$ cat src/rtl/seg_pkg.sv
// Shared definitions for the scanned 7-segment display path: segment
// patterns (active-high, bit 0 = segment a), the blank pattern, and the
// per-digit record held in the pending and active display buffers.
package seg_pkg;

  localparam logic [6:0] SEG_0 = 7'h3F;
  localparam logic [6:0] SEG_1 = 7'h06;
  localparam logic [6:0] SEG_2 = 7'h5B;
  localparam logic [6:0] SEG_3 = 7'h4F;
  localparam logic [6:0] SEG_4 = 7'h66;
  localparam logic [6:0] SEG_5 = 7'h6D;
  localparam logic [6:0] SEG_6 = 7'h7D;
  localparam logic [6:0] SEG_7 = 7'h07;
  localparam logic [6:0] SEG_8 = 7'h7F;
  localparam logic [6:0] SEG_9 = 7'h6F;
  localparam logic [6:0] SEG_A = 7'h77;
  localparam logic [6:0] SEG_B = 7'h7C;
  localparam logic [6:0] SEG_C = 7'h39;
  localparam logic [6:0] SEG_D = 7'h5E;
  localparam logic [6:0] SEG_E = 7'h79;
  localparam logic [6:0] SEG_F = 7'h71;

  // All segments dark, before any polarity inversion.
  localparam logic [6:0] SEG_BLANK = 7'h00;

  // One digit of a display buffer.
  typedef struct packed {
    logic [3:0] data;
    logic       dp;
    logic       blank;
    logic       blink;
  } disp_digit_t;

  // Buffer contents after reset: every digit blanked so nothing shows
  // until real data has been loaded and promoted at a frame boundary.
  localparam disp_digit_t DIGIT_CLEAR = '{data: 4'h0, dp: 1'b0, blank: 1'b1, blink: 1'b0};

  // Standard hex-to-segment decode, active-high.
  function automatic logic [6:0] hex_pattern(input logic [3:0] nibble);
    logic [6:0] pat;
    pat = SEG_BLANK;
    case (nibble)
      4'h0: pat = SEG_0;
      4'h1: pat = SEG_1;
      4'h2: pat = SEG_2;
      4'h3: pat = SEG_3;
      4'h4: pat = SEG_4;
      4'h5: pat = SEG_5;
      4'h6: pat = SEG_6;
      4'h7: pat = SEG_7;
      4'h8: pat = SEG_8;
      4'h9: pat = SEG_9;
      4'hA: pat = SEG_A;
      4'hB: pat = SEG_B;
      4'hC: pat = SEG_C;
      4'hD: pat = SEG_D;
      4'hE: pat = SEG_E;
      4'hF: pat = SEG_F;
    endcase
    return pat;
  endfunction

endpackage

$ cat src/rtl/seg_scan_mux_if.sv
// Load port of the display driver: per-digit nibbles and masks captured
// by a one-cycle load strobe, plus the live brightness level.
interface seg_scan_mux_if #(
  parameter int NUM_DIGITS = 8,
  parameter int BRIGHT_W   = 3
) ();

  logic                    load;
  logic [4*NUM_DIGITS-1:0] digit_data;
  logic [NUM_DIGITS-1:0]   dp_mask;
  logic [NUM_DIGITS-1:0]   blank_mask;
  logic [NUM_DIGITS-1:0]   blink_mask;
  logic [BRIGHT_W-1:0]     brightness;

  // Formatting logic drives the port.
  modport master (
    output load, digit_data, dp_mask, blank_mask, blink_mask, brightness
  );

  // The display driver consumes it.
  modport slave (
    input load, digit_data, dp_mask, blank_mask, blink_mask, brightness
  );

endinterface

$ cat src/rtl/seg_scan_mux_hex_to_7seg.sv
// Purely combinational hex digit to 7-segment decoder. Output is
// active-high; pin polarity is handled by the scanning driver.
module hex_to_7seg
  import seg_pkg::*;
(
  input  logic [3:0] i_nibble,
  output logic [6:0] o_seg
);

  // Table lookup of the standard 0-F segment patterns.
  always_comb begin
    o_seg = hex_pattern(i_nibble);
  end

endmodule

$ cat src/rtl/seg_scan_mux.sv
// Scanning driver for a multi-digit common-anode 7-segment display.
// Display data is double-buffered: a load fills the pending buffer and
// the pending buffer is promoted to the active buffer at each frame
// boundary, so a digit never changes mid-frame. Each digit slot starts
// with one dead cycle to suppress ghosting, and a PWM gate taken from
// the top bits of the slot counter sets the brightness.
module seg_scan_mux
  import seg_pkg::*;
#(
  parameter int NUM_DIGITS       = 8,
  parameter int SCAN_W           = 10,
  parameter int BRIGHT_W         = 3,
  parameter int BLINK_FRAMES     = 64,
  parameter bit ANODE_ACTIVE_LOW = 1'b1,
  parameter bit SEG_ACTIVE_LOW   = 1'b1
) (
  input  logic                  clk,
  input  logic                  rst,
  seg_scan_mux_if.slave         bus,
  output logic [6:0]            seg_cathode,
  output logic                  seg_dp,
  output logic [NUM_DIGITS-1:0] seg_anode,
  output logic                  frame_done
);

  localparam int IDX_W = $clog2(NUM_DIGITS);
  localparam int FC_W  = (BLINK_FRAMES > 1) ? $clog2(BLINK_FRAMES) : 1;

  localparam logic [IDX_W-1:0]      LAST_DIGIT = IDX_W'(NUM_DIGITS - 1);
  localparam logic [FC_W-1:0]       LAST_FRAME = FC_W'(BLINK_FRAMES - 1);
  localparam logic [NUM_DIGITS-1:0] ANODE_OFF  = {NUM_DIGITS{ANODE_ACTIVE_LOW}};
  localparam logic [6:0]            SEG_INV    = {7{SEG_ACTIVE_LOW}};
  localparam logic                  DP_INV     = SEG_ACTIVE_LOW;

  // Scan position and blink timing.
  logic [SCAN_W-1:0] r_slot_cnt;
  logic [IDX_W-1:0]  r_dig_idx;
  logic [FC_W-1:0]   r_frame_cnt;
  logic              r_blink_phase;

  // Double-buffered display contents.
  disp_digit_t [NUM_DIGITS-1:0] r_pending;
  disp_digit_t [NUM_DIGITS-1:0] r_active;

  // Registered pin drivers.
  logic [6:0]            r_seg_cathode;
  logic                  r_seg_dp;
  logic [NUM_DIGITS-1:0] r_seg_anode;
  logic                  r_frame_done;

  logic                         w_slot_term;
  logic                         w_frame_bound;
  disp_digit_t [NUM_DIGITS-1:0] w_load_rec;
  disp_digit_t                  w_cur;
  logic [6:0]                   w_pattern;
  logic [BRIGHT_W-1:0]          w_pwm_level;
  logic                         w_pwm_open;
  logic                         w_lit;
  logic [NUM_DIGITS-1:0]        w_onehot;
  logic [NUM_DIGITS-1:0]        w_anode_next;
  logic [6:0]                   w_cathode_next;
  logic                         w_dp_next;

  assign w_slot_term   = &r_slot_cnt;
  assign w_frame_bound = w_slot_term && (r_dig_idx == LAST_DIGIT);

  // Repack the flat load-port vectors into per-digit records.
  for (genvar g = 0; g < NUM_DIGITS; g++) begin : g_load_rec
    assign w_load_rec[g] = {bus.digit_data[4*g +: 4], bus.dp_mask[g],
                            bus.blank_mask[g], bus.blink_mask[g]};
  end

  // Slot counter runs freely; the digit index steps at each slot's end
  // and wraps after the last digit, which defines the frame boundary.
  always_ff @(posedge clk or negedge rst) begin
    if (!rst) begin
      r_slot_cnt <= '0;
      r_dig_idx  <= '0;
    end else begin
      r_slot_cnt <= r_slot_cnt + 1'b1;
      if (w_slot_term) begin
        if (r_dig_idx == LAST_DIGIT) begin
          r_dig_idx <= '0;
        end else begin
          r_dig_idx <= r_dig_idx + 1'b1;
        end
      end
    end
  end

  // Count frames and flip the blink phase every BLINK_FRAMES frames.
  always_ff @(posedge clk or negedge rst) begin
    if (!rst) begin
      r_frame_cnt   <= '0;
      r_blink_phase <= 1'b0;
    end else if (w_frame_bound) begin
      if (r_frame_cnt == LAST_FRAME) begin
        r_frame_cnt   <= '0;
        r_blink_phase <= ~r_blink_phase;
      end else begin
        r_frame_cnt <= r_frame_cnt + 1'b1;
      end
    end
  end

  // Load fills pending; a frame boundary promotes the pre-edge pending
  // contents, so a load coinciding with the boundary shows a frame later.
  always_ff @(posedge clk or negedge rst) begin
    if (!rst) begin
      r_pending <= {NUM_DIGITS{DIGIT_CLEAR}};
      r_active  <= {NUM_DIGITS{DIGIT_CLEAR}};
    end else begin
      if (bus.load) begin
        r_pending <= w_load_rec;
      end
      if (w_frame_bound) begin
        r_active <= r_pending;
      end
    end
  end

  assign w_cur = r_active[r_dig_idx];

  hex_to_7seg u_decode (
    .i_nibble (w_cur.data),
    .o_seg    (w_pattern)
  );

  // Decide whether the current digit is lit and form the next pin values.
  always_comb begin
    w_onehot            = '0;
    w_onehot[r_dig_idx] = 1'b1;
    w_pwm_level         = r_slot_cnt[SCAN_W-1 -: BRIGHT_W];
    w_pwm_open          = (w_pwm_level < bus.brightness) || (&bus.brightness);
    w_lit               = (r_slot_cnt != '0) && !w_cur.blank &&
                          !(w_cur.blink && r_blink_phase) && w_pwm_open;
    w_anode_next        = ANODE_OFF;
    w_cathode_next      = SEG_BLANK ^ SEG_INV;
    w_dp_next           = DP_INV;
    if (w_lit) begin
      w_anode_next   = w_onehot ^ ANODE_OFF;
      w_cathode_next = w_pattern ^ SEG_INV;
      w_dp_next      = w_cur.dp ^ DP_INV;
    end
  end

  // Register every pin so nothing reaches the board combinationally.
  always_ff @(posedge clk or negedge rst) begin
    if (!rst) begin
      r_seg_anode   <= ANODE_OFF;
      r_seg_cathode <= SEG_BLANK ^ SEG_INV;
      r_seg_dp      <= DP_INV;
      r_frame_done  <= 1'b0;
    end else begin
      r_seg_anode   <= w_anode_next;
      r_seg_cathode <= w_cathode_next;
      r_seg_dp      <= w_dp_next;
      r_frame_done  <= w_frame_bound;
    end
  end

  assign seg_anode   = r_seg_anode;
  assign seg_cathode = r_seg_cathode;
  assign seg_dp      = r_seg_dp;
  assign frame_done  = r_frame_done;

endmodule

$ cat src/flat_wrapper.sv
// flat-port wrapper written by rule: the top's interface ports become plain ports
module seg_scan_mux_flat import seg_pkg::*;
#(
  parameter int NUM_DIGITS       = 8,
  parameter int SCAN_W           = 10,
  parameter int BRIGHT_W         = 3,
  parameter int BLINK_FRAMES     = 64,
  parameter bit ANODE_ACTIVE_LOW = 1'b1,
  parameter bit SEG_ACTIVE_LOW   = 1'b1
)
  (clk, rst, seg_cathode, seg_dp, seg_anode, frame_done, bus_load, bus_digit_data, bus_dp_mask, bus_blank_mask, bus_blink_mask, bus_brightness);
  seg_scan_mux_if #(.NUM_DIGITS(NUM_DIGITS), .BRIGHT_W(BRIGHT_W)) bus_i ();
  input  logic clk;
  input  logic rst;
  output logic [6:0] seg_cathode;
  output logic seg_dp;
  output logic [NUM_DIGITS-1:0] seg_anode;
  output logic frame_done;
  input wire logic [$bits(bus_i.load)-1:0] bus_load;
  input wire logic [$bits(bus_i.digit_data)-1:0] bus_digit_data;
  input wire logic [$bits(bus_i.dp_mask)-1:0] bus_dp_mask;
  input wire logic [$bits(bus_i.blank_mask)-1:0] bus_blank_mask;
  input wire logic [$bits(bus_i.blink_mask)-1:0] bus_blink_mask;
  input wire logic [$bits(bus_i.brightness)-1:0] bus_brightness;
  assign bus_i.load = bus_load;
  assign bus_i.digit_data = bus_digit_data;
  assign bus_i.dp_mask = bus_dp_mask;
  assign bus_i.blank_mask = bus_blank_mask;
  assign bus_i.blink_mask = bus_blink_mask;
  assign bus_i.brightness = bus_brightness;
  seg_scan_mux #(.NUM_DIGITS(NUM_DIGITS), .SCAN_W(SCAN_W), .BRIGHT_W(BRIGHT_W), .BLINK_FRAMES(BLINK_FRAMES), .ANODE_ACTIVE_LOW(ANODE_ACTIVE_LOW), .SEG_ACTIVE_LOW(SEG_ACTIVE_LOW)) u_core (.clk(clk), .rst(rst), .bus(bus_i), .seg_cathode(seg_cathode), .seg_dp(seg_dp), .seg_anode(seg_anode), .frame_done(frame_done));
endmodule
$ cat config.mk
export PLATFORM = sky130hd
export DESIGN_NAME = seg_scan_mux_flat
export DESIGN_NICKNAME = d
export VERILOG_FILES = /design/src/rtl/seg_pkg.sv /design/src/rtl/seg_scan_mux_if.sv /design/src/rtl/seg_scan_mux_hex_to_7seg.sv /design/src/rtl/seg_scan_mux.sv /design/src/flat_wrapper.sv
export SDC_FILE = /design/constraint.sdc
export NUM_CORES = 1
export LEC_CHECK = 0
export CORE_ASPECT_RATIO = 0.5
export CORE_MARGIN = 3
export CORE_UTILIZATION = 40
export DETAILED_ROUTE_END_ITERATION = 12
export SLEW_MARGIN = 0
export SYNTH_ARGS = -nofsm -noshare
export SYNTH_HDL_FRONTEND = slang
export SYNTH_HIERARCHICAL = 1
export SYNTH_SLANG_ARGS = --single-unit
$ cat constraint.sdc
create_clock -name clk -period 2.52 [get_ports clk]
set_input_delay 0.63 -clock clk [delete_from_list [all_inputs] [get_ports clk]]
set_output_delay 0.63 -clock clk [all_outputs]
set_load 0.05 [all_outputs]
# Word-level counts from Yosys, hierarchy flattened
# Memory sizes are Yosys's and may differ from the RTL's.
# Index checks and enable logic that the tools add are counted.
[word_totals] regBits=149 rom_bits=112 out_inout_bits=17 word_cells=107 n_memories=1
[memory_table] memory="(no name shown)" depth=16 width=7 read_ports=1 rd_ports_with_merged_regs=0 wr=0 line="seg_pkg.sv:42" source="case (nibble)"
[op_classes] add_sub_neg=3 n_lt_le_gt_ge=3 eq_ne=2 muxes=9 bitwise_logic=4 reduce_logical=13
[ops] op="binary-select mux 7 bit (select 3 bit)" n=1
[ops] op="two-way mux 7 bit" n=2
[ops] op="adder 10 x 1 -> 10 bit, second input constant" n=1
[ops] op="AND reduction 10 bit" n=1
[ops] op="nonzero test 10 bit" n=1
[ops] op="two-way mux 8 bit" n=1
[ops] op="inverter 8 bit" n=1
[ops] op="inverter 7 bit" n=1
[ops] op="adder 6 x 1 -> 6 bit, second input constant" n=1
[ops] op="equality test 6 bit, second input constant" n=1
[ops] op="logical AND 1 bit" n=6
[ops] op="two-way mux 6 bit" n=1
[ops] op="less-than comparator 3 x 4 -> 1 bit, second input constant" n=1
[ops] op="adder 3 x 1 -> 3 bit, second input constant" n=1
[ops] op="demux 1 bit (select 3 bit)" n=1
[ops] op="equality test 3 bit, second input constant" n=1
[ops] op=">= comparator 3 x 1 -> 1 bit, second input constant" n=1
[ops] op="less-than comparator 3 bit" n=1
[ops] op="two-way mux 3 bit" n=1
[ops] op="AND reduction 3 bit" n=1
[ops] op="zero test 1 bit" n=2
[ops] op="two-way mux 1 bit" n=2
[ops] op="inverter 1 bit" n=2
[ops] op="AND reduction 2 bit" n=1
[ops] op="logical OR 1 bit" n=1

# Logic depth before layout (Yosys ltp)
# Gate-level depths: netlist of the first run.
[logic_depth] ltp_word=7 mapped_depth=12

# Modules after synthesis
# Netlist of the first run, hierarchy kept.
[by_module_without_submodules] module="seg_scan_mux" n_inst=1 cells_each=444 area_per_inst_um2=6282.3 seq_area_each_um2=3768.6
[by_module_without_submodules] module="hex_to_7seg" n_inst=1 cells_each=33 area_per_inst_um2=287.8 seq_area_each_um2=0.0

# Worst setup path before layout of the first run
# Ideal clock, no wire load.
[synth_timing] kind="register to register" start="reg u_core.r_dig_idx[2]" end="reg u_core.r_seg_cathode[3] (netlist: u_core/seg_cathode[3])" arrival_time_ns=2.645 required_time_ns=2.453 path_slack_ns=-0.192 stages_incl_launch_ff=10 period_less_slack_ns=2.712 cell_sequence="dfrtp_1 buf_2 buf_1 buf_2 mux2i_1 o31ai_1 inv_1 ha_1 mux4_1 nand4_1"
[synth_lines] element="start, declared" line="seg_scan_mux.sv:37" source="logic [IDX_W-1:0] r_dig_idx;"
[synth_lines] element="start signal, assigned" line="seg_scan_mux.sv:85" source="r_dig_idx <= r_dig_idx + 1'b1;"
[synth_lines] element="end signal, assigned" line="seg_scan_mux.sv:151" source="r_seg_cathode <= SEG_BLANK ^ SEG_INV;"
[synth_lines] element="end signal, assigned" line="seg_scan_mux.sv:156" source="r_seg_cathode <= w_cathode_next;"
[synth_lines] element="end, declared" line="seg_scan_mux.sv:46" source="logic [6:0] r_seg_cathode;"

==> results.md, run 1 <==
## Status
• status: complete, no violations

## Clocking
• Bufs on Longest Clock Path: 2
• clock transition at the registers of the reported paths: 0.06 ns
• CTS tree: yes
• CTS sink count: 149
• clock insertion delay at the later pin of the skew report: 0.41 ns
• CTS Buf Count: 17
• Root Buffer Master: sky130_fd_sc_hd__clkbuf_16
• number of hold buffers added after cts: 0
• maximum level of the CTS H-tree: 4

## Drt
• post-detailed-route wirelength per cell: 16.8 um
• DRT iter0 DRCs: 179
• routed vias/inst: 5.01
• total vias in the final route: 4,082
• post-detailed-route DRC marker count: 0
• TritonRoute pass-1 iters: 5
• antenna viol nets, final: 0
• wire length reported by the detailed router: 13,700 um

## Critical path
• Worst Setup Path Type: flip-flop to flip-flop
• master of the slowest instance on the critical path: sky130_fd_sc_hd__dfrtp_2
• endpoint kind of the worst setup timing path: flip-flop
• critical path arrival: 2.78 ns
• Startpoint Class: flip-flop
• most used cell along the critical path: sky130_fd_sc_hd__buf_4
• highest cell delay on the worst timing path: 0.48 ns
• required time of the critical path: 2.86 ns
• highest net fanout along the worst path: 5
• worst-path cell chain: buf_2 -> buf_4 -> mux2i_1 -> o31ai_4 -> buf_4 -> ha_1 -> inv_1 -> mux4_1 -> nand4_1

## Timing
• maximum clock frequency: 0.410 GHz
• Worst slew margin: 0.578
• final setup violating endpoints: 0
• final count of pins violating max slew: 0
• fin crit share: 0.968
• clock period minus final worst setup slack: 2.44 ns
• number of endpoints with negative hold slack in the final report: 0
• Clock Skews: 0.0117 ns
• Worst Tran Pin Value: 0.633 ns

## Run
• max cap viols: 0

## Synthesis
• most area-consuming cells after synthesis: sky130_fd_sc_hd__dfrtp_1, sky130_fd_sc_hd__mux2_2, sky130_fd_sc_hd__dfstp_2
• area share of the largest cell type after synthesis: 0.446
• Synth Cell Area: 0.00657 sq mm
• synthesized area per cell: 13.8 sq um
• EDFF count, synth: 0
• Cells after Synth: 477
• #FFs+latches synth: 149
• Synth area leader: sky130_fd_sc_hd__dfrtp_1
• unique cell type count in the Yosys netlist: 52
• Async SR Flop Fraction: 1.00
• portion of the post-synthesis area used by sequential elements: 0.574
• number of nets produced by synthesis: 553
• leading register cell type out of synthesis: sky130_fd_sc_hd__dfrtp_1
• number of warnings printed during yosys synthesis: 6

## GRT
• antenna violations before repair: 0
• maximum number of pins on one net before global-route repair: 65
• Overflow after GRT: 0
• first-pass GRT wire length: 22,300 um
• global-route usage over all layers: 0.157
• via count of the first global-routing pass: 4,133

## Die
• number of primary I/O pins: 79
• core area: 0.0157 sq mm
• Site Rows: 32
• total die area: 0.0181 sq mm
• overall die width: 187 um
• effective utilization at floorplan: 0.418
• floorplan die height: 96.6 um

## Min path
• worst min path class: input port to async pin

## Power
• clock share of power: 0.469
• IR Drop Worst-Case VDD: 0.000428 V
• share of total power in sequential cells: 0.474
• switching power total: 1.20 mW
• cell-internal power: 4.18 mW
• P_leak: 3.67 nW
• Pwr per Cell Area: 641 mW/mm^2
• net switching fraction of the power: 0.222
• combinational group share of total power: 0.057
• total power of the final layout: 5.38 mW

## Layout
• number of nets in the finished design: 656
• antenna fix cells: 0
• post-route insts no fill: 814
• area delta synth->final: 27.7%
• Filler cells: 1,318
• share of post-route cells with drive strength above 1: 0.393

## Placement
• DP HPWL: 9550 um
• routability congestion estimate: 0.788
• count of port buffers added during placement: 78
• cell total after placement: 775

-- worst paths after layout --
kind                       slack [ns]  depth (start not counted)                 start                     to
hold reg to reg                  0.49                          2  u_core/r_pending[38]    u_core/r_active[38]
max in group asynchronous        1.61                          2                   rst    u_core/seg_anode[4]
setup reg to reg                 0.08                          9   u_core/r_dig_idx[2]  u_core/seg_cathode[3]
setup / recovery                 0.08                          9   u_core/r_dig_idx[2]  u_core/seg_cathode[3]
hold / removal                   0.21                          1                   rst  u_core/r_frame_cnt[2]
min in group clk                 0.49                          2  u_core/r_pending[38]    u_core/r_active[38]
-- sequential cells by signal (all words and copies together), names as in the netlist --
register and cells:
u_core/r_active 56, u_core/r_pending 56, u_core/r_slot_cnt 10, u_core/seg_anode 8
u_core/seg_cathode 7, u_core/r_frame_cnt 6, u_core/r_dig_idx 3, u_core/frame_done 1
u_core/r_blink_phase 1, u_core/seg_dp 1
-- critical path, delay by kind of cell, from the launching register on --
family | cells | cell delay [ns]
AOI/OAI and AO/OA | 1 | 0.33
adders and majority gates | 1 | 0.24
buffers and inverters | 4 | 0.59
DFF | 1 | 0.48
muxes | 2 | 0.61
and+or+nand+nor | 1 | 0.11
-- what timing repair did --
action	4_1_cts	5_1_grt
setup buffers	2	5
pin swaps	0	1
gates resized for setup	2	11
endpoints found under the setup margin	2	6
cloned	0	0
-- metal layers --
| layer | track usage | vias to the layer above | part of all wire |
|---|---|---|---|
| li1 | - | 1933 | - |
| met1 | 0.246 | 2060 | 0.53 |
| met2 | 0.214 | 79 | 0.42 |
| met3 | 0.0398 | 10 | 0.040 |
| met4 | 0.0412 | 0 | 0.0067 |
| met5 | 0 | - | 0 |
-- power by group through the flow --
stage / Sequential (mW) / Combinational [mW] / Clock (mW)
after floorplan: 2.59 / 0.117 / 0
after global placement: 2.59 / 0.309 / 0
after detailed placement: 2.60 / 0.314 / 0
after CTS: 2.55 / 0.315 / 2.58
after global routing: 2.56 / 0.339 / 2.71
final: 2.55 / 0.307 / 2.52
-- final cells by class --
class / instances / area, sq um / area share
Timing Repair Buffer: 110 / 1080 / 0.128
Inverter: 16 / 60.1 / 0.00716
Sequential cell: 149 / 3770 / 0.450
Tap cell: 221 / 277 / 0.0330
Clock buffer: 19 / 443 / 0.0528
Multi-Input combinational cell: 286 / 2610 / 0.312
Clock inverter: 13 / 145 / 0.0173
-- through the flow --
step	utilization	hold slack (ns)	setup WS (ns)	cell area [sq um]	TNS, ns
final	0.533	0.209	0.0809	8390	0
after global placement	0.490	0.463	-0.0399	7710	-0.0399
after global routing	0.533	0.245	-0.0125	8390	-0.0125
after detailed placement	0.490	0.484	-0.105	7710	-0.105
after floorplan	-	0.334	0.0714	6580	0
after CTS	0.528	0.230	0.0343	8320	0
-- synthesized netlist by cell type (2+ instances only) --
cell type	count
sky130_fd_sc_hd__xnor2_1	5
sky130_fd_sc_hd__dfstp_2	32
sky130_fd_sc_hd__o221ai_1	2
sky130_fd_sc_hd__nand4_1	14
sky130_fd_sc_hd__ha_1	14
sky130_fd_sc_hd__mux4_2	4
sky130_fd_sc_hd__buf_4	2
sky130_fd_sc_hd__a22oi_1	2
sky130_fd_sc_hd__clkbuf_1	10
sky130_fd_sc_hd__nor2b_1	2
sky130_fd_sc_hd__buf_2	7
sky130_fd_sc_hd__nor3_1	7
sky130_fd_sc_hd__nor2_1	8
sky130_fd_sc_hd__o22ai_1	5
sky130_fd_sc_hd__nand2b_1	5
sky130_fd_sc_hd__dfrtp_1	117
sky130_fd_sc_hd__buf_6	5
sky130_fd_sc_hd__o21ai_1	2
sky130_fd_sc_hd__o21ai_0	12
sky130_fd_sc_hd__mux2i_1	14
sky130_fd_sc_hd__mux2_2	115
sky130_fd_sc_hd__nor4_1	4
sky130_fd_sc_hd__and3_1	5
sky130_fd_sc_hd__inv_1	15
sky130_fd_sc_hd__xor2_1	5
sky130_fd_sc_hd__o31ai_1	2
sky130_fd_sc_hd__nand2_1	24
sky130_fd_sc_hd__nand3_1	7
sky130_fd_sc_hd__and4_1	2
sky130_fd_sc_hd__a21oi_1	6
sky130_fd_sc_hd__a31oi_1	2
-- cell families (layout without fill, tap and decap cells) --
logic type / Yosys count / after routing / synth area share
AO/OA/AOI/OAI: 40 / 40 / 0.0387
XOR/XNOR: 11 / 11 / 0.0158
adder cells (fa/ha/maj): 14 / 14 / 0.0267
buffers and inverters: 42 / 158 / 0.0347
flip-flops: 149 / 149 / 0.574
multiplexers: 134 / 134 / 0.236
AND/OR/NAND/NOR: 87 / 87 / 0.0745
-- cells in the final DEF, fill, tap and decap left out, types with 6 or more instances in the layout --
master | Yosys | layout
sky130_fd_sc_hd__buf_4 | 2 | 26
sky130_fd_sc_hd__nand4_1 | 14 | 14
sky130_fd_sc_hd__a21oi_1 | 6 | 6
sky130_fd_sc_hd__mux2i_1 | 14 | 12
sky130_fd_sc_hd__nand3_1 | 7 | 7
sky130_fd_sc_hd__nor2_1 | 8 | 8
sky130_fd_sc_hd__clkbuf_16 | 0 | 17
sky130_fd_sc_hd__mux2_2 | 115 | 115
sky130_fd_sc_hd__dfrtp_1 | 117 | 114
sky130_fd_sc_hd__o21ai_0 | 12 | 10
sky130_fd_sc_hd__nor3_1 | 7 | 7
sky130_fd_sc_hd__inv_1 | 15 | 14
sky130_fd_sc_hd__clkdlybuf4s50_1 | 0 | 76
sky130_fd_sc_hd__ha_1 | 14 | 13
sky130_fd_sc_hd__nand2_1 | 24 | 24
sky130_fd_sc_hd__dfstp_2 | 32 | 32
(Power assumes the default switching activity.)
==> run 2, diff against run 1 <==
PLACE_DENSITY = 0.74   (was unset)
==> results.md, run 2 (synthesized netlist as in run 1, its figures left out) <==
## Status
• status: complete, no violations

## Power
• net switching fraction of the power: 0.227, +0.00444
• combinational group share of total power: 0.057, about the same
• switching power total: 1.22 mW, +2.2%
• Pwr per Cell Area: 645 mW/mm^2, +0.49%
• P_leak: 3.64 nW, -0.82%
• share of total power in sequential cells: 0.473, about the same
• total power of the final layout: 5.39 mW, +0.23%
• cell-internal power: 4.17 mW, -0.34%
• IR Drop Worst-Case VDD: 0.000503 V, +18%
• clock share of power: 0.469, about the same

## Critical path
• worst-path cell chain: mux2i_2 -> o22ai_1 -> a22oi_2 -> o31ai_4 -> inv_1 -> ha_1 -> inv_1 -> mux4_1 -> nand4_1
• Startpoint Class: flip-flop
• worst reg2reg path startpoint: u_core/r_dig_idx[2]
• reg2reg setup slack: 0.11 ns, +0.03 ns
• number of cells on the worst reg-to-reg path: 9, unchanged
• endpoint kind of the worst setup timing path: flip-flop
• worst path bufs/invs: 2, -2
• Worst Setup Path Type: flip-flop to flip-flop
• critical path arrival: 2.76 ns, -0.02 ns
• endpoint of the lowest-slack register-to-register path: u_core/seg_cathode[3]
• most used cell along the critical path: sky130_fd_sc_hd__inv_1
• highest net fanout along the worst path: 8, +3
• master of the slowest instance on the critical path: sky130_fd_sc_hd__dfrtp_2
• required time of the critical path: 2.87 ns, about the same
• highest cell delay on the worst timing path: 0.49 ns, about the same
• kind of cell adding the most delay to the critical path: multiplexers

## Timing
• clock period minus final worst setup slack: 2.41 ns, -0.0293 ns
• fin crit share: 0.956, -0.0116
• final count of pins violating max slew: 0, unchanged
• final setup violating endpoints: 0, unchanged
• maximum clock frequency: 0.415 GHz, +1.2%
• final setup TNS: 0 ns, unchanged
• final setup slack of the worst path: 0.110 ns, +0.0293 ns
• Worst slew margin: 0.644, +0.0660
• Worst Tran Pin Value: 0.534 ns, -0.0990 ns
• Clock Skews: 0.00659 ns, -0.00508 ns
• number of endpoints with negative hold slack in the final report: 0, unchanged

## Die
• floorplan die height: 96.6 um, unchanged
• overall die width: 187 um, unchanged
• total die area: 0.0181 sq mm, unchanged
• core area: 0.0157 sq mm, unchanged
• Site Rows: 32, unchanged
• effective utilization at floorplan: 0.418, unchanged
• number of primary I/O pins: 79, unchanged

## Layout
• registers with the most flip-flops: u_core/r_active (56), u_core/r_pending (56), u_core/r_slot_cnt (10)
• share of post-route cells with drive strength above 1: 0.382, -0.0113
• Filler cells: 1,318, unchanged
• total area of multi-input combinational cells: 0.00260 sq mm, -0.38%
• antenna fix cells: 0, unchanged
• highest-count cells in the layout ignoring fill and taps: sky130_fd_sc_hd__mux2_2, sky130_fd_sc_hd__dfrtp_1, sky130_fd_sc_hd__clkdlybuf4s50_1, sky130_fd_sc_hd__dfstp_2, sky130_fd_sc_hd__nand2_1
• number of nets in the finished design: 650, -0.91%
• most common cell after layout, fill and taps aside: sky130_fd_sc_hd__mux2_2
• area delta synth->final: 27.3%
• sequential cell area: 0.00377 sq mm, unchanged

## GRT
• via count of the first global-routing pass: 4,374, +5.8%
• Overflow after GRT: 0, unchanged
• global routing usage on met1: 0.220, -0.0256
• met2 usage in global routing: 0.242, +0.0281
• antenna violations before repair: 0, unchanged
• global-route usage over all layers: 0.156, -0.000549
• met3 track demand over resource in global routing: 0.0348, -0.00507
• most heavily used metal layer in global routing: met2
• first-pass GRT wire length: 22,600 um, +1.1%
• maximum number of pins on one net before global-route repair: 55, -15%

## Clocking
• clock insertion delay at the later pin of the skew report: 0.41 ns, about the same
• CTS Buf Count: 17, unchanged
• CTS tree: yes
• Root Buffer Master: sky130_fd_sc_hd__clkbuf_16
• CTS sink count: 149, unchanged
• clock transition at the registers of the reported paths: 0.06 ns, about the same
• maximum level of the CTS H-tree: 4, unchanged
• Bufs on Longest Clock Path: 2, unchanged

## Placement
• routability congestion estimate: 0.839, +6.6%
• count of port buffers added during placement: 78, unchanged
• DP HPWL: 9590 um, +0.50%
• worst setup slack after placement: 0.0503 ns, +0.156 ns

## Drt
• wire length reported by the detailed router: 13,400 um, -2.1%
• antenna viol nets, final: 0, unchanged
• post-detailed-route DRC marker count: 0, unchanged
• routed vias/inst: 5.04, +0.59%
• DRT iter0 DRCs: 179, unchanged
• post-detailed-route wirelength per cell: 16.5 um, -1.4%
• TritonRoute pass-1 iters: 4, -1
• total vias in the final route: 4,076, -0.15%

## Min path
• worst min path class: input port to async pin

## Run
• max cap viols: 0, unchanged

run 2: worst max path at each step:
stage | slack (ns) | depth (start not counted) | start | to
after CTS | 0.03 | 7 | u_core/r_dig_idx[2] | u_core/seg_cathode[3]
after global placement | 0.11 | 7 | u_core/r_dig_idx[2] | u_core/seg_cathode[3]
after floorplan | 0.07 | 11 | u_core/r_dig_idx[1] | u_core/seg_cathode[3]
after global routing | -0.003 | 9 | u_core/r_dig_idx[2] | u_core/seg_cathode[3]
after detailed placement | 0.05 | 9 | u_core/r_dig_idx[2] | u_core/seg_cathode[3]
final | 0.11 | 9 | u_core/r_dig_idx[2] | u_core/seg_cathode[3]
run 2: metal layers:
layer | part of all wire | vias up
li1 | - | 1914
met1 | 0.49 | 2076
met2 | 0.47 | 80
met3 | 0.038 | 6
met4 | 0.0068 | 0
met5 | 0 | -
run 2: timing repair:
action / 4_1_cts / 5_1_grt
hold buffers: 0 / 0
resized for setup: 0 / 9
endpoints found under the hold margin: 0 / 0
setup buffers: 0 / 1
setup endpoints to repair: 0 / 4
run 2: layout make-up:
class	instances	area share
clock buffers	17	0.0508
flip-flops and latches	149	0.451
clock inverters	15	0.0202
well taps	221	0.0330
inverters	16	0.00718
repair buffers	104	0.127
multi-input cells	286	0.311
run 2: per-stage QoR:
stage          instances  instance area, sq um  utilization  hold WS, ns
6_report             808                  8370        0.532        0.186
5_1_grt              808                  8370        0.532        0.211
4_1_cts              807                  8330        0.529        0.189
3_5_place_dp         775                  7740        0.492        0.476
3_3_place_gp         775                  7740        0.492        0.471
2_1_floorplan        477                  6580            -        0.334
run 2: power by group through the flow:
| stage | logic (mW) | clock network (mW) | registers (mW) |
|---|---|---|---|
| 2_1_floorplan | 0.117 | 0 | 2.59 |
| 3_3_place_gp | 0.309 | 0 | 2.59 |
| 3_5_place_dp | 0.317 | 0 | 2.60 |
| 4_1_cts | 0.318 | 2.58 | 2.56 |
| 5_1_grt | 0.342 | 2.70 | 2.57 |
| 6_report | 0.310 | 2.53 | 2.55 |
==> run 3, diff against run 2 <==
MAX_ROUTING_LAYER = met4   (was unset)
==> results.md, run 3 (synthesized netlist as in run 1, its figures left out) <==
## Status
• status: complete, no violations

## Power
• switching power total: 1.22 mW, -0.72%
• share of total power in sequential cells: 0.474, about the same
• P_leak: 3.64 nW, unchanged
• Pwr per Cell Area: 644 mW/mm^2, -0.16%
• combinational group share of total power: 0.058, about the same
• IR Drop Worst-Case VDD: 0.000500 V, -0.57%
• net switching fraction of the power: 0.226, -0.00126
• cell-internal power: 4.17 mW, about the same
• total power of the final layout: 5.38 mW, -0.16%
• clock share of power: 0.468, about the same

## Placement
• worst setup slack after placement: 0.0503 ns, unchanged
• cell total after placement: 775, unchanged
• routability congestion estimate: 0.852, +1.5%
• DP HPWL: 9590 um, unchanged
• count of port buffers added during placement: 78, unchanged

## GRT
• first-pass GRT wire length: 22,600 um, about the same
• maximum number of pins on one net before global-route repair: 55, unchanged
• Overflow after GRT: 0, unchanged
• global-route usage over all layers: 0.161, +0.00479
• via count of the first global-routing pass: 4,382, +0.18%
• antenna violations before repair: 0, unchanged

## Critical path
• endpoint kind of the worst setup timing path: flip-flop
• reg2reg setup slack: 0.11 ns, about the same
• most used cell along the critical path: sky130_fd_sc_hd__inv_1
• Startpoint Class: flip-flop
• Worst Setup Path Type: flip-flop to flip-flop
• required time of the critical path: 2.86 ns, about the same
• master of the slowest instance on the critical path: sky130_fd_sc_hd__dfrtp_2
• highest net fanout along the worst path: 8, unchanged
• highest cell delay on the worst timing path: 0.49 ns, about the same
• worst reg2reg path startpoint: u_core/r_dig_idx[2]
• worst-path cell chain: mux2i_2 -> o22ai_1 -> a22oi_2 -> o31ai_4 -> inv_1 -> ha_1 -> inv_1 -> mux4_1 -> nand4_1
• critical path arrival: 2.76 ns, about the same
• startpoint of the worst setup timing path: u_core/r_dig_idx[2]

## Timing
• final setup TNS: 0 ns, unchanged
• fin crit share: 0.958, +0.00182
• final setup violating endpoints: 0, unchanged
• Clock Skews: 0.00694 ns, +0.000350 ns
• final count of pins violating max slew: 0, unchanged
• number of endpoints with negative hold slack in the final report: 0, unchanged
• final setup slack of the worst path: 0.106 ns, -0.00460 ns
• Worst Tran Pin Value: 0.533 ns, -0.000147 ns
• Worst slew margin: 0.644, about the same
• maximum clock frequency: 0.414 GHz, -0.19%
• clock period minus final worst setup slack: 2.41 ns, +0.00459 ns

## Die
• effective utilization at floorplan: 0.418, unchanged
• Site Rows: 32, unchanged
• core area: 0.0157 sq mm, unchanged
• total die area: 0.0181 sq mm, unchanged
• number of primary I/O pins: 79, unchanged
• overall die width: 187 um, unchanged
• floorplan die height: 96.6 um, unchanged

## Drt
• antenna viol nets, final: 0, unchanged
• total vias in the final route: 4,111, +0.86%
• routed vias/inst: 5.09, +0.86%
• post-detailed-route wirelength per cell: 16.6 um, +0.45%
• post-detailed-route DRC marker count: 0, unchanged
• DRT iter0 DRCs: 209, +17%
• wire length reported by the detailed router: 13,400 um, +0.45%
• TritonRoute pass-1 iters: 4, unchanged

## Clocking
• Bufs on Longest Clock Path: 2, unchanged
• Root Buffer Master: sky130_fd_sc_hd__clkbuf_16
• CTS Buf Count: 17, unchanged
• maximum level of the CTS H-tree: 4, unchanged
• clock insertion delay at the later pin of the skew report: 0.41 ns, about the same
• clock transition at the registers of the reported paths: 0.06 ns, about the same
• CTS tree: yes
• CTS sink count: 149, unchanged

## Layout
• most common cell after layout, fill and taps aside: sky130_fd_sc_hd__mux2_2
• registers with the most flip-flops: u_core/r_active (56), u_core/r_pending (56), u_core/r_slot_cnt (10)
• number of nets in the finished design: 650, unchanged
• antenna fix cells: 0, unchanged
• highest-count cells in the layout ignoring fill and taps: sky130_fd_sc_hd__mux2_2, sky130_fd_sc_hd__dfrtp_1, sky130_fd_sc_hd__clkdlybuf4s50_1, sky130_fd_sc_hd__dfstp_2, sky130_fd_sc_hd__nand2_1
• post-route insts no fill: 808, unchanged
• share of post-route cells with drive strength above 1: 0.382, unchanged
• area delta synth->final: 27.3%, unchanged

## Run
• max cap viols: 0, unchanged

## Min path
• worst min path class: input port to async pin

[run 3: layout make-up]
class	instances	area (sq um)
fill	1318	7370
clock inverter	15	169
multi-input combinational	286	2600
tap	221	277
inverter	16	60.1
sequential	149	3770
timing repair buffer	104	1060
clock buffer	17	425
[run 3: worst max-delay path: cells and delay by family, from the launching register on]
kind / cells / cell delay (ns)
buffers and inverters: 2 / 0.21
AND/OR/NAND/NOR: 1 / 0.09
AO/OA/AOI/OAI: 3 / 0.53
flip-flops: 1 / 0.49
adder cells (fa/ha/maj): 1 / 0.27
multiplexers: 2 / 0.76
[run 3: what timing repair did]
action	CTS	global route
setup buffers	0	1
gates resized for setup	0	9
setup endpoints to repair	0	4
hold buffers	0	0
[run 3: power by group through the flow]
stage / Sequential (mW) / Combinational [mW] / Clock [mW]
floorplan: 2.59 / 0.117 / 0
finish: 2.55 / 0.310 / 2.52
global route: 2.57 / 0.342 / 2.70
detailed placement: 2.60 / 0.317 / 0
global placement: 2.59 / 0.309 / 0
CTS: 2.56 / 0.318 / 2.58
[run 3: metal layers]
| metal | up-vias | share of wire | wire length (um) | track usage |
|---|---|---|---|---|
| met1 | 2109 | 0.49 | 6580 | 0.222 |
| met4 | 0 | 0.0073 | 98 | 0.0499 |
| met5 | - | 0 | 0 | - |
| met2 | 78 | 0.47 | 6310 | 0.242 |
| li1 | 1917 | - | - | - |
| met3 | 7 | 0.033 | 444 | 0.0329 |
[run 3: worst paths after layout]
path / end / cells after the start
min in group clk: u_core/r_active[38] / 2
setup reg to reg: u_core/seg_cathode[3] / 9
hold / removal: u_core/r_pending[2] / 1
hold reg to reg: u_core/r_active[38] / 2
setup / recovery: u_core/seg_cathode[3] / 9
max in group asynchronous: u_core/r_active[43] / 2
[run 3: stage by stage]
stage | instance area, sq um | util | hold WS (ns)
floorplan | 6580 | - | 0.334
global placement | 7740 | 0.492 | 0.471
detailed placement | 7740 | 0.492 | 0.476
CTS | 8330 | 0.529 | 0.189
global route | 8370 | 0.532 | 0.211
finish | 8370 | 0.532 | 0.186
